**src/rtl/mem_arbiter.sv**
```systemverilog
// Two-master (instruction fetch / load-store) arbiter in front of a single
// byte-serial memory controller. LSU has priority with a starvation guard for IF.
module mem_arbiter #(
  parameter int STARVE_LIMIT = 4
) (
  input  logic        clk,
  input  logic        rst,
  input  logic        rdy,
  input  logic        if_req_i,
  input  logic [31:0] if_addr_i,
  input  logic        if_flush_i,
  output logic        if_done_o,
  output logic [31:0] if_rdata_o,
  input  logic        ls_req_i,
  input  logic        ls_wr_i,
  input  logic [31:0] ls_addr_i,
  input  logic [1:0]  ls_len_i,
  input  logic [31:0] ls_wdata_i,
  output logic        ls_done_o,
  output logic [31:0] ls_rdata_o,
  output logic        mc_valid_o,
  output logic        mc_wr_o,
  output logic [31:0] mc_addr_o,
  output logic [1:0]  mc_len_o,
  output logic [31:0] mc_wdata_o,
  input  logic        mc_done_i,
  input  logic [31:0] mc_rdata_i
);

  typedef enum logic [1:0] {IDLE, IF_BUSY, LS_BUSY, DRAIN} state_t;

  localparam logic [2:0] LIM = 3'(STARVE_LIMIT);

  state_t      state, state_n;
  logic [2:0]  starve_cnt, starve_n;
  logic        mc_valid_n, mc_wr_n, if_done_n, ls_done_n;
  logic [31:0] mc_addr_n, mc_wdata_n, if_rdata_n, ls_rdata_n;
  logic [1:0]  mc_len_n;
  logic        if_ok, if_win;

  always_comb begin
    state_n    = state;
    starve_n   = starve_cnt;
    mc_valid_n = mc_valid_o;
    mc_wr_n    = mc_wr_o;
    mc_addr_n  = mc_addr_o;
    mc_len_n   = mc_len_o;
    mc_wdata_n = mc_wdata_o;
    if_done_n  = 1'b0;
    ls_done_n  = 1'b0;
    if_rdata_n = if_rdata_o;
    ls_rdata_n = ls_rdata_o;
    // a flush in IDLE vetoes only the IF side; LSU may still be granted
    if_ok      = if_req_i && !if_flush_i;
    if_win     = if_ok && (!ls_req_i || starve_cnt == LIM);
    unique case (state)
      IDLE: begin
        if (if_win) begin
          state_n    = IF_BUSY;
          starve_n   = '0;
          mc_valid_n = 1'b1;
          mc_wr_n    = 1'b0;
          mc_addr_n  = if_addr_i;
          mc_len_n   = 2'b10;
        end else if (ls_req_i) begin
          state_n    = LS_BUSY;
          mc_valid_n = 1'b1;
          mc_wr_n    = ls_wr_i;
          mc_addr_n  = ls_addr_i;
          mc_len_n   = ls_len_i;
          mc_wdata_n = ls_wdata_i;
          if (!if_req_i)        starve_n = '0;
          else if (starve_cnt != LIM) starve_n = starve_cnt + 3'd1;
        end else if (!if_req_i) begin
          starve_n = '0;
        end
      end
      IF_BUSY: begin
        if (mc_done_i) begin
          state_n    = IDLE;
          mc_valid_n = 1'b0;
          if (!if_flush_i) begin
            if_done_n  = 1'b1;
            if_rdata_n = mc_rdata_i;
          end
        end else if (if_flush_i) begin
          state_n = DRAIN;
        end
      end
      LS_BUSY: begin
        if (mc_done_i) begin
          state_n    = IDLE;
          mc_valid_n = 1'b0;
          ls_done_n  = 1'b1;
          if (!mc_wr_o) ls_rdata_n = mc_rdata_i;
        end
      end
      DRAIN: begin
        // controller still owns the bus until it completes; data is dropped
        if (mc_done_i) begin
          state_n    = IDLE;
          mc_valid_n = 1'b0;
        end
      end
      default: state_n = IDLE;
    endcase
  end

  always_ff @(posedge clk or posedge rst) begin
    if (rst) begin
      state      <= IDLE;
      starve_cnt <= '0;
      mc_valid_o <= 1'b0;
      mc_wr_o    <= 1'b0;
      mc_addr_o  <= '0;
      mc_len_o   <= '0;
      mc_wdata_o <= '0;
      if_done_o  <= 1'b0;
      ls_done_o  <= 1'b0;
      if_rdata_o <= '0;
      ls_rdata_o <= '0;
    end else if (rdy) begin
      state      <= state_n;
      starve_cnt <= starve_n;
      mc_valid_o <= mc_valid_n;
      mc_wr_o    <= mc_wr_n;
      mc_addr_o  <= mc_addr_n;
      mc_len_o   <= mc_len_n;
      mc_wdata_o <= mc_wdata_n;
      if_done_o  <= if_done_n;
      ls_done_o  <= ls_done_n;
      if_rdata_o <= if_rdata_n;
      ls_rdata_o <= ls_rdata_n;
    end
  end

endmodule

```
**config.mk**
```make
export PLATFORM = sky130hd
export DESIGN_NAME = mem_arbiter
export DESIGN_NICKNAME = d
export VERILOG_FILES = /design/src/rtl/mem_arbiter.sv
export SDC_FILE = /design/constraint.sdc
export NUM_CORES = 1
export LEC_CHECK = 0
export CAP_MARGIN = 40
export CORE_MARGIN = 2
export CORE_UTILIZATION = 35
export CTS_BUF_LIST = sky130_fd_sc_hd__clkbuf_16
export DETAILED_ROUTE_END_ITERATION = 7
export HOLD_SLACK_MARGIN = 0.02
export PLACE_DENSITY = 0.69
export SYNTH_ARGS = -nofsm -noshare
export SYNTH_HDL_FRONTEND = slang
export SYNTH_SLANG_ARGS = --single-unit
```
**constraint.sdc**
```tcl
create_clock -name clk -period 6.07 [get_ports clk]
set_clock_uncertainty 0.15 [all_clocks]
set_input_delay 0.607 -clock clk [delete_from_list [all_inputs] [get_ports clk]]
set_output_delay 0.607 -clock clk [all_outputs]
set_load 0.05 [all_outputs]
```
==> impl_metrics.tcl <==
set metrics [dict create \
    grt_use_total_pct 18.47 \
    synth_cells 487 \
    cts_tree "done" \
    async_flop_share_pct 100.0 \
    hp-start "ls_rdata_o[19]$_DFFE_PP0P_" \
    clock_path_buffers 2 \
    antenna_cells 0 \
    dpl.hpwl_um 12910 \
    die_h_um 137.8 \
    startpoint_type "input port" \
    min_path_type "reg -> reg" \
    overflow 0 \
    finalInstanceArea_um2 9910 \
    final_nets 886 \
    htreeDepth 4 \
    clock.fmax_mhz 375.8 \
    ys.flop_type "dfrtp_1" \
    path_clk_slew_ns 0.06 \
    synth_edf_count 0 \
    cts.sinks 139 \
    die_area_um2 19000 \
    critPathCaptureType "flip-flop" \
    multi_input_area_um2 2455 \
    clk_latency_ns 0.40 \
    fp.dieW_um 137.8 \
    core_area_um2 17420 \
    rsz0062_at_grt "no" \
    drive_gt1_share_pct 19.10 \
    ys_ff_latch 139 \
    post_cts_resized 0 \
    leakagePower_uw 0.004416 \
    vdd_ir_drop_max_mv 0.4009 \
    grt_pass1_wl_um 27120 \
    cp-startpoint "if_flush_i" \
    num_rows 48 \
    required_ns 6.21 \
    ys_seq_area_share_pct 55.48 \
    finalHoldViolations 0 \
    antenna_found_initial 0 \
    fin_crit_ns 2.661 \
    cts_setup_buffers 0 \
    syn2layout_area_growth_pct 58.05 \
    power.density_nw_per_um2 623.8 \
    ctsHoldBuffers 0 \
    cp.arrival_ns 2.80 \
    pin_count 272 \
    vias 4970 \
    grt_pass1_vias 5118 \
    holdPathStages 1 \
    drc 0 \
    finalSetupViolations 0 \
    antenna_left 0 \
    cap_violations 0 \
    seq_area_um2 3478 \
    finalMaxSlewViolations 0 \
    layout_setup_ws_ns 3.409 \
    gp_congestion 0.8615 \
    crit_fanout 33 \
    fin_tns_setup_ns 0 \
    root_buffer "clkbuf_16" \
    vias_per_cell 5.051 \
    detail_route.wl_per_cell_um 18.07 \
    rr_startpoint "state[0]$_DFFE_PP0P_" \
    dr.pass1.iters 5 \
    worst_slew_pin_slew_ns 0.7387 \
    syn_nets 627 \
    post-place-ws_ns 2.970 \
    syn_avg_cell_area_um2 12.87 \
    initial_utilization_pct 36.00 \
    routed_wl_um 17780 \
    drtIter0Drc 221 \
    num-fill-cells 1408 \
    max-slew-margin-rel_pct 50.75 \
    ys.warnings.count 0 \
    synth.cell_area_um2 6270 \
    finalCritPeriodShare_pct 43.84 \
    grt_max_degree 72 \
    r2r_cells 3 \
    place_area_um2 9271 \
    cts_buffers 17 \
    port-buffer-count 271 \
    path_class "in -> reg" \
    fin_total_pwr_uw 6182 \
    status "finished, final reports clean" \
    synth.distinct_cells 38 \
]
==> through the flow <==
| stage | hold slack, ns | util (%) | std cells |
|---|---|---|---|
| after global routing | 0.3581 | 56.90 | 984 |
| after CTS | 0.3462 | 56.90 | 984 |
| after global placement | 0.3204 | 52.43 | 945 |
| after detailed placement | 0.3271 | 53.23 | 952 |
| after floorplan | 0.3686 | - | 487 |
| final | 0.3433 | 56.90 | 984 |
==> report_power, final <==
group / internal (uW) / total (uW) / switching, uW
clock network: 697 / 1120 / 422
logic: 1250 / 3410 / 2150
registers: 1390 / 1660 / 271
==> cell usage in the layout, fill, tap and decap left out, types with 2 or more instances in the layout <==
master           netlist  routed
and3b_1               32      32
clkbuf_16              0      17
nand3_1                3       2
inv_6                  0       4
mux2_2                62      62
clkinv_4               0       2
nand2b_1               3       2
buf_12                 0       2
a22oi_1               32      32
a21oi_1                2       2
mux2_1                 5       5
inv_1                 43      43
a221oi_1              32      32
bufinv_16              0       4
buf_16                 0       2
clkinvlp_4             0       3
clkdlybuf4s50_1        0     271
inv_8                  0       2
buf_4                  0       5
buf_8                  0       3
mux2_4                29      29
mux2i_1                2       2
nand4_1                2       2
o2bb2ai_1              2       2
o21ai_0               34      34
ha_1                   2       2
nand4b_1               3       3
dfrtp_1              139     139
==> cell type report <==
class / count / share of cell area [%]
repair buffers: 283 / 29.17
well taps: 225 / 2.841
clock buffers: 17 / 4.293
flip-flops and latches: 139 / 35.10
inverters: 43 / 1.679
clock inverters: 15 / 2.146
multi-input cells: 262 / 24.77
==> registers in the layout, indices dropped and copies added, names as in the netlist <==
signal and flops:
starve_cnt 3, if_done_o 1, ls_rdata_o 32, mc_addr_o 32, if_rdata_o 32, mc_valid_o 1
ls_done_o 1, mc_wdata_o 32, state 2, mc_len_o 2, mc_wr_o 1
==> cells in the mapped netlist, drive strengths merged, types with 2 or more instances <==
library cell,count,area (um2)
a22oi,32,240.2
nand3,3,15.01
o2bb2ai,2,17.52
nand4,2,12.51
mux2i,2,20.02
and3b,32,280.3
nand4b,3,26.28
o21ai,35,175.2
nand2b,3,18.77
mux2,96,1190
buf,13,82.57
a21oi,2,10.01
dfrtp,139,3478
a221oi,32,280.3
inv,43,161.4
clkbuf,30,112.6
nand2,2,10.01
ha,2,25.02
==> critical path: stages <==
cell and delay, ns:
clkdlybuf4s50_1 0.69, or4b_2 0.77, buf_4 0.34, mux2_4 0.37
==> per-layer routing <==
metal,routed length [um],track usage (%),up-vias,share of wire (%)
li1,-,-,2294,-
met2,9001,32.15,232,51
met1,7057,22.25,2431,40
met4,165,4.705,0,0.93
met3,1553,5.592,13,8.7
met5,0,0,-,0
==> path summary, 6_finish.rpt <==
path	to	slack, ns
max in group asynchronous	ls_rdata_o[1]$_DFFE_PP0P_	4.16
worst max register to register	starve_cnt[1]$_DFFE_PP0P_	3.92
worst min register to register	ls_rdata_o[19]$_DFFE_PP0P_	0.34
min in group asynchronous	mc_wdata_o[0]$_DFFE_PP0P_	0.52
worst max-delay path	if_rdata_o[22]$_DFFE_PP0P_	3.41
worst min-delay path	ls_rdata_o[19]$_DFFE_PP0P_	0.34
==> kinds of logic after synthesis <==
group | count (synthesis) | synth area share [%]
flip-flops | 139 | 55.48
adder cells (fa/ha/maj) | 2 | 0.3991
buffers and inverters | 86 | 5.687
multiplexers | 98 | 19.30
AND/OR/NAND/NOR | 51 | 6.526
AO/OA/AOI/OAI | 111 | 12.61
Power figures use the tool's default switching activity.
